$ cat config.mk
export PLATFORM = sky130hd
export DESIGN_NAME = pipe_hazard_ctrl
export DESIGN_NICKNAME = d
export VERILOG_FILES = /design/src/rtl/pipe_hazard_ctrl_pkg.sv /design/src/rtl/pipe_hazard_ctrl_hazard_detect.sv /design/src/rtl/pipe_hazard_ctrl.sv
export SDC_FILE = /design/constraint.sdc
export NUM_CORES = 1
export LEC_CHECK = 0
export BUFFER_PORTS_ARGS = -buffer_cell sky130_fd_sc_hd__buf_2
export CAP_MARGIN = 20
export CORE_MARGIN = 1.5
export CORE_UTILIZATION = 46
export CTS_BUF_LIST = sky130_fd_sc_hd__clkbuf_16
export DETAILED_ROUTE_END_ITERATION = 16
export PLACE_DENSITY = 0.82
export SYNTH_ARGS = -nofsm -noshare
export SYNTH_HDL_FRONTEND = slang
export SYNTH_SLANG_ARGS = --single-unit
$ cat constraint.sdc
create_clock -name clk -period 1.7 [get_ports clk]
set_input_delay 0.17 -clock clk [delete_from_list [all_inputs] [get_ports clk]]
set_output_delay 0.17 -clock clk [all_outputs]
set_load 0.02 [all_outputs]
$ cat src/rtl/pipe_hazard_ctrl_pkg.sv
// Shared types for the pipeline hazard sequencer: FSM state and the bundled
// per-stage stall/flush controls consumed by the stage registers.
package pipe_hazard_ctrl_pkg;

  typedef enum logic [1:0] {
    RUN      = 2'd0,
    MEM_WAIT = 2'd1,
    MULDIV   = 2'd2
  } hz_state_t;

  typedef struct packed {
    logic stall_f;
    logic stall_d;
    logic stall_e;
    logic stall_m;
    logic flush_d;
    logic flush_e;
    logic flush_m;
    logic flush_w;
  } pipe_ctl_t;

  localparam pipe_ctl_t CTL_IDLE    = pipe_ctl_t'(8'b0000_0000);
  localparam pipe_ctl_t CTL_MEM     = pipe_ctl_t'(8'b1111_0001);
  localparam pipe_ctl_t CTL_MULDIV  = pipe_ctl_t'(8'b1110_0010);
  localparam pipe_ctl_t CTL_REDIR   = pipe_ctl_t'(8'b0000_1100);
  localparam pipe_ctl_t CTL_LOADUSE = pipe_ctl_t'(8'b1100_0100);
  localparam pipe_ctl_t CTL_IMEM    = pipe_ctl_t'(8'b1000_1000);

endpackage

$ cat src/rtl/pipe_hazard_ctrl_hazard_detect.sv
// Pure combinational load-use hazard compare between the E-stage load and the
// D-stage source operands; x0 never creates a dependency.
module hazard_detect
  import pipe_hazard_ctrl_pkg::*;
#(
  parameter int unsigned REG_AW = 5
) (
  input  logic              ex_is_load,
  input  logic [REG_AW-1:0] ex_rd,
  input  logic [REG_AW-1:0] id_rs1,
  input  logic [REG_AW-1:0] id_rs2,
  input  logic              id_uses_rs1,
  input  logic              id_uses_rs2,
  output logic              load_use
);

  logic hitRs1;
  logic hitRs2;

  assign hitRs1   = id_uses_rs1 && (ex_rd == id_rs1);
  assign hitRs2   = id_uses_rs2 && (ex_rd == id_rs2);
  assign load_use = ex_is_load && (ex_rd != '0) && (hitRs1 || hitRs2);

endmodule

$ cat src/rtl/pipe_hazard_ctrl.sv
// Central stall/flush sequencer for the F/D/E/M/W pipeline registers.
// Optional perf counters are built only when PIPE_PERF_EN is defined.
module pipe_hazard_ctrl
  import pipe_hazard_ctrl_pkg::*;
#(
  parameter int unsigned XLEN   = 64,
  parameter int unsigned REG_AW = 5,
  parameter int unsigned PERF_W = 32
) (
  input  logic              clk,
  input  logic              reset,
  input  logic              imem_busy,
  input  logic              dmem_busy,
  input  logic              muldiv_start,
  input  logic              muldiv_done,
  input  logic              ex_is_load,
  input  logic [REG_AW-1:0] ex_rd,
  input  logic [REG_AW-1:0] id_rs1,
  input  logic [REG_AW-1:0] id_rs2,
  input  logic              id_uses_rs1,
  input  logic              id_uses_rs2,
  input  logic              redirect_valid,
  input  logic [XLEN-1:0]   redirect_pc,
  output logic              stall_f,
  output logic              stall_d,
  output logic              stall_e,
  output logic              stall_m,
  output logic              flush_d,
  output logic              flush_e,
  output logic              flush_m,
  output logic              flush_w,
  output logic              fetch_redir,
  output logic [XLEN-1:0]   fetch_pc,
  output logic [PERF_W-1:0] perf_stall_cyc,
  output logic [PERF_W-1:0] perf_flush_cnt
);

  hz_state_t       state;
  hz_state_t       nextState;
  logic            redirPend;
  logic            redirPendNext;
  logic [XLEN-1:0] redirPc;
  logic [XLEN-1:0] redirPcNext;
  logic            mdvPend;
  logic            mdvPendNext;
  logic            mdvInFlight;
  logic            loadUse;
  logic            redirApply;
  logic [XLEN-1:0] pcOut;
  pipe_ctl_t       ctl;

  hazard_detect #(.REG_AW(REG_AW)) uDetect (
    .ex_is_load  (ex_is_load),
    .ex_rd       (ex_rd),
    .id_rs1      (id_rs1),
    .id_rs2      (id_rs2),
    .id_uses_rs1 (id_uses_rs1),
    .id_uses_rs2 (id_uses_rs2),
    .load_use    (loadUse)
  );

  // A mul/div interrupted by dmem_busy stays owed through MEM_WAIT via mdvPend.
  assign mdvInFlight = (state == MULDIV) || ((state == MEM_WAIT) && mdvPend);

  always_ff @(posedge clk) begin
    if (reset) begin
      state     <= RUN;
      redirPend <= 1'b0;
      redirPc   <= '0;
      mdvPend   <= 1'b0;
    end else begin
      state     <= nextState;
      redirPend <= redirPendNext;
      redirPc   <= redirPcNext;
      mdvPend   <= mdvPendNext;
    end
  end

  always_comb begin
    ctl           = CTL_IDLE;
    nextState     = RUN;
    mdvPendNext   = 1'b0;
    redirApply    = 1'b0;
    pcOut         = '0;
    redirPendNext = redirPend;
    redirPcNext   = redirPc;
    if (!reset) begin
      if (dmem_busy) begin
        ctl         = CTL_MEM;
        nextState   = MEM_WAIT;
        mdvPendNext = mdvInFlight && !muldiv_done;
      end else if (mdvInFlight ? !muldiv_done : (muldiv_start && !muldiv_done)) begin
        ctl       = CTL_MULDIV;
        nextState = MULDIV;
      end else if (redirPend || redirect_valid) begin
        ctl           = CTL_REDIR;
        redirApply    = 1'b1;
        pcOut         = redirPend ? redirPc : redirect_pc;
        redirPendNext = 1'b0;
      end else if (loadUse) begin
        ctl = CTL_LOADUSE;
      end else if (imem_busy) begin
        ctl = CTL_IMEM;
      end
      // E is frozen while a redirect is owed, so a repeated redirect_valid is the same branch.
      if (redirect_valid && !redirPend && !redirApply) begin
        redirPendNext = 1'b1;
        redirPcNext   = redirect_pc;
      end
    end
  end

  assign stall_f     = ctl.stall_f;
  assign stall_d     = ctl.stall_d;
  assign stall_e     = ctl.stall_e;
  assign stall_m     = ctl.stall_m;
  assign flush_d     = ctl.flush_d;
  assign flush_e     = ctl.flush_e;
  assign flush_m     = ctl.flush_m;
  assign flush_w     = ctl.flush_w;
  assign fetch_redir = redirApply;
  assign fetch_pc    = pcOut;

`ifdef PIPE_PERF_EN
  logic [PERF_W-1:0] stallCyc;
  logic [PERF_W-1:0] flushCnt;

  always_ff @(posedge clk) begin
    if (reset) begin
      stallCyc <= '0;
      flushCnt <= '0;
    end else begin
      if (ctl.stall_f) stallCyc <= stallCyc + 1'b1;
      if (redirApply)  flushCnt <= flushCnt + 1'b1;
    end
  end

  assign perf_stall_cyc = stallCyc;
  assign perf_flush_cnt = flushCnt;
`else
  assign perf_stall_cyc = {PERF_W{1'b0}};
  assign perf_flush_cnt = {PERF_W{1'b0}};
`endif

endmodule
==> impl_metrics.env <==
export IMPL_outcome="complete, but fails checks"
export IMPL_violations="setup timing"
export IMPL_grt_use_total_pct=20.9
export IMPL_synth_most_common_cell="nand2_1"
export IMPL_critical_path_arrival_ns=2.09
export IMPL_cts_max_level=3
export IMPL_clock_skew_ns=0.00388
export IMPL_slew_headroom_pct=62.0
export IMPL_power_uw=4510
export IMPL_grt_pass1_wl_um=17200
export IMPL_vdd_ir_drop_max_mv=0.465
export IMPL_clkLatencyLatePin_ns=0.31
export IMPL_io_pins=226
export IMPL_fill_cells=772
export IMPL_die_y_um=99.3
export IMPL_worst_path_largest_cell_delay_ns=0.33
export IMPL_final_seq_area_sq_mm=0.00137
export IMPL_clock_tree_root_cell="clkbuf_16"
export IMPL_coreArea_sq_mm=0.00885
export IMPL_vias_per_cell=4.92
export IMPL_synth_common_cells="197 x nand2_1, 135 x nor2_1, 131 x a21oi_1, 68 x dfxtp_1, 66 x buf_4"
export IMPL_drt_pass1_iter_count=4
export IMPL_synth_edf_count=0
export IMPL_fin_ws_ns=-0.147
export IMPL_ff2ff_path_depth=9
export IMPL_ys_flop_type="dfxtp_1"
export IMPL_yosysTopAreaCellShare_pct=31.9
export IMPL_grt_max_degree=41
export IMPL_tightest_slew_ns=0.571
export IMPL_start_util_pct=48.2
export IMPL_wl_per_cell_um=12.8
export IMPL_multi_input_area_sq_mm=0.00278
export IMPL_area_delta_synth_final_pct=37.5
export IMPL_antenna_found_initial=0
export IMPL_whs_ns=0.0660
export IMPL_yosys_area_top_type="dfxtp_1"
export IMPL_synth_cell_types=27
export IMPL_ys_warnings_count=0
export IMPL_leakage_uw=0.00290
export IMPL_rows=34
export IMPL_timing_final_crit_period_ns=1.85
export IMPL_vias=4630
export IMPL_routed_wl_um=12100
export IMPL_grt_pass1_vias=3896
export IMPL_dp_worst_setup_slack_ns=0.0647
export IMPL_required_ns=1.94
export IMPL_crit_path_cell_trace="nand2b_4 -> a32oi_2 -> buf_4 -> buf_6 -> and3b_2 -> buf_12 -> clkbuf_16 -> nand2_4 -> a21oi_2"
export IMPL_synth_area_per_cell_sq_um=6.29
export IMPL_synthTopCellsByArea="dfxtp_1 32%, nand2_1 17%, a21oi_1 15%"
export IMPL_syn_area_sq_mm=0.00427
export IMPL_die_area_sq_mm=0.00986
export IMPL_ys_seq_elements=68
export IMPL_clk_path_buf_depth=2
export IMPL_hpwl_um=7540
export IMPL_final_util_pct=66.3
export IMPL_drtIter0Drc=175
export IMPL_gp_congestion=0.801
export IMPL_fmax_mhz=541
export IMPL_die_x_um=99.3
export IMPL_hold_viol_final=0
export IMPL_grt_overflow=0
export IMPL_final_layout_size_suffix_gt1_share_pct=34.4
export IMPL_slew_viol_final=0
export IMPL_synth_cells=678
export IMPL_antenna_diode_count=0
export IMPL_port_buffers=161
export IMPL_cts_clk_slew_worst_paths_ns=0.05
export IMPL_rsz0062_at_grt="true"
export IMPL_stdcell_count=942
export IMPL_finalNetCount=918
export IMPL_crit_type="flop to flop"
export IMPL_cts_tree="built"
export IMPL_cap_violations=0
export IMPL_crit_path_top_delay_cell="dfxtp_2"
export IMPL_placed_cells=912
export IMPL_whs_path_depth=2
export IMPL_critPathLaunchType="flop"
export IMPL_cts_sink_count=68
export IMPL_final_antenna_net_count=0
export IMPL_hold_path_class="primary input to flop"
export IMPL_period_share_pct=109
export IMPL_postCtsHoldBufs=0
export IMPL_endpoint_kind="flop"
export IMPL_async_flop_share_pct=0
export IMPL_p_per_area_mw_per_mm2=770
export IMPL_drc_errors=0
export IMPL_cts_buffers=9
export IMPL_cp_max_fo=7
export IMPL_seq_area_frac_synth_pct=31.9
export IMPL_setup_viol=112
-- final timing paths --
check / from / slack (ns) / end
max reg2reg: state[0]$_SDFF_PP0_ / -0.15 / redirPc[20]$_SDFFE_PP0P_
min: dmem_busy / 0.07 / state[1]$_SDFF_PP0_
max: state[0]$_SDFF_PP0_ / -0.15 / redirPc[20]$_SDFFE_PP0P_
min reg2reg: redirPc[52]$_SDFFE_PP0P_ / 0.46 / redirPc[52]$_SDFFE_PP0P_
-- through the flow --
stage	TNS (ns)	area (sq um)
after detailed placement	0	4920
after global routing	-19.61	5860
after CTS	-6.54	5220
after global placement	0	4920
after floorplan	0	4500
final	-9.50	5860
-- layout make-up --
cell class / count / area share [%]
clock inverters: 7 / 0.469
inverters: 2 / 0.128
multi-input cells: 556 / 47.5
flip-flops and latches: 68 / 23.3
clock buffers: 9 / 3.84
repair buffers: 192 / 22.5
well taps: 108 / 2.30
-- cell usage in the layout, fill, tap and decap left out, types with 3 or more instances in the layout --
| master | count |
|---|---|
| a21oi_1 | 87 |
| buf_6 | 5 |
| nor2_1 | 135 |
| buf_12 | 10 |
| nand2_2 | 6 |
| conb_1 | 64 |
| dfxtp_1 | 65 |
| clkinv_1 | 3 |
| a21oi_2 | 44 |
| buf_4 | 14 |
| inv_1 | 5 |
| nand2_1 | 166 |
| buf_2 | 154 |
| buf_8 | 4 |
| clkbuf_16 | 14 |
| xnor2_1 | 10 |
| nand2_4 | 25 |
-- routing by layer --
| metal | track usage, % | wire length, um | vias to the layer above |
|---|---|---|---|
| li1 | - | - | 2339 |
| met2 | 37.3 | 6140 | 185 |
| met4 | 5.85 | 146 | 0 |
| met5 | 0 | 0 | - |
| met3 | 4.71 | 779 | 12 |
| met1 | 25.1 | 5010 | 2094 |
-- flip-flops by register name, indices dropped and copies added (netlist names) --
name       cells
mdvPend        1
redirPend      1
state          2
redirPc       64
-- logic make-up after synthesis --
logic type / Yosys count / share of synthesized area (%)
XOR/XNOR: 10 / 2.05
other: 1 / 0.0879
AND/OR/NAND/NOR: 344 / 31.6
flip-flops: 68 / 31.9
AO/OA/AOI/OAI: 138 / 16.8
buffers and inverters: 117 / 17.5
-- where the power goes --
group          internal, uW  total [uW]  switching (uW)
registers              1680        1740            54.5
clock network           951        1570             614
logic                   456        1210             754
-- worst max-delay path: cells and delay by family, from the launching register on --
family	cells	cell delay (ns)
buffers and inverters	4	0.60
AOI/OAI and AO/OA	2	0.34
and+or+nand+nor	3	0.51
DFF	1	0.33
-- timing repair --
action | 4_1_cts | 5_1_grt
gates resized for setup | 9 | 115
pin swaps | 0 | 54
setup endpoints to repair | 69 | 123
setup buffers | 2 | 3
gates cloned | 0 | 9
Power figures use the tool's default switching activity.
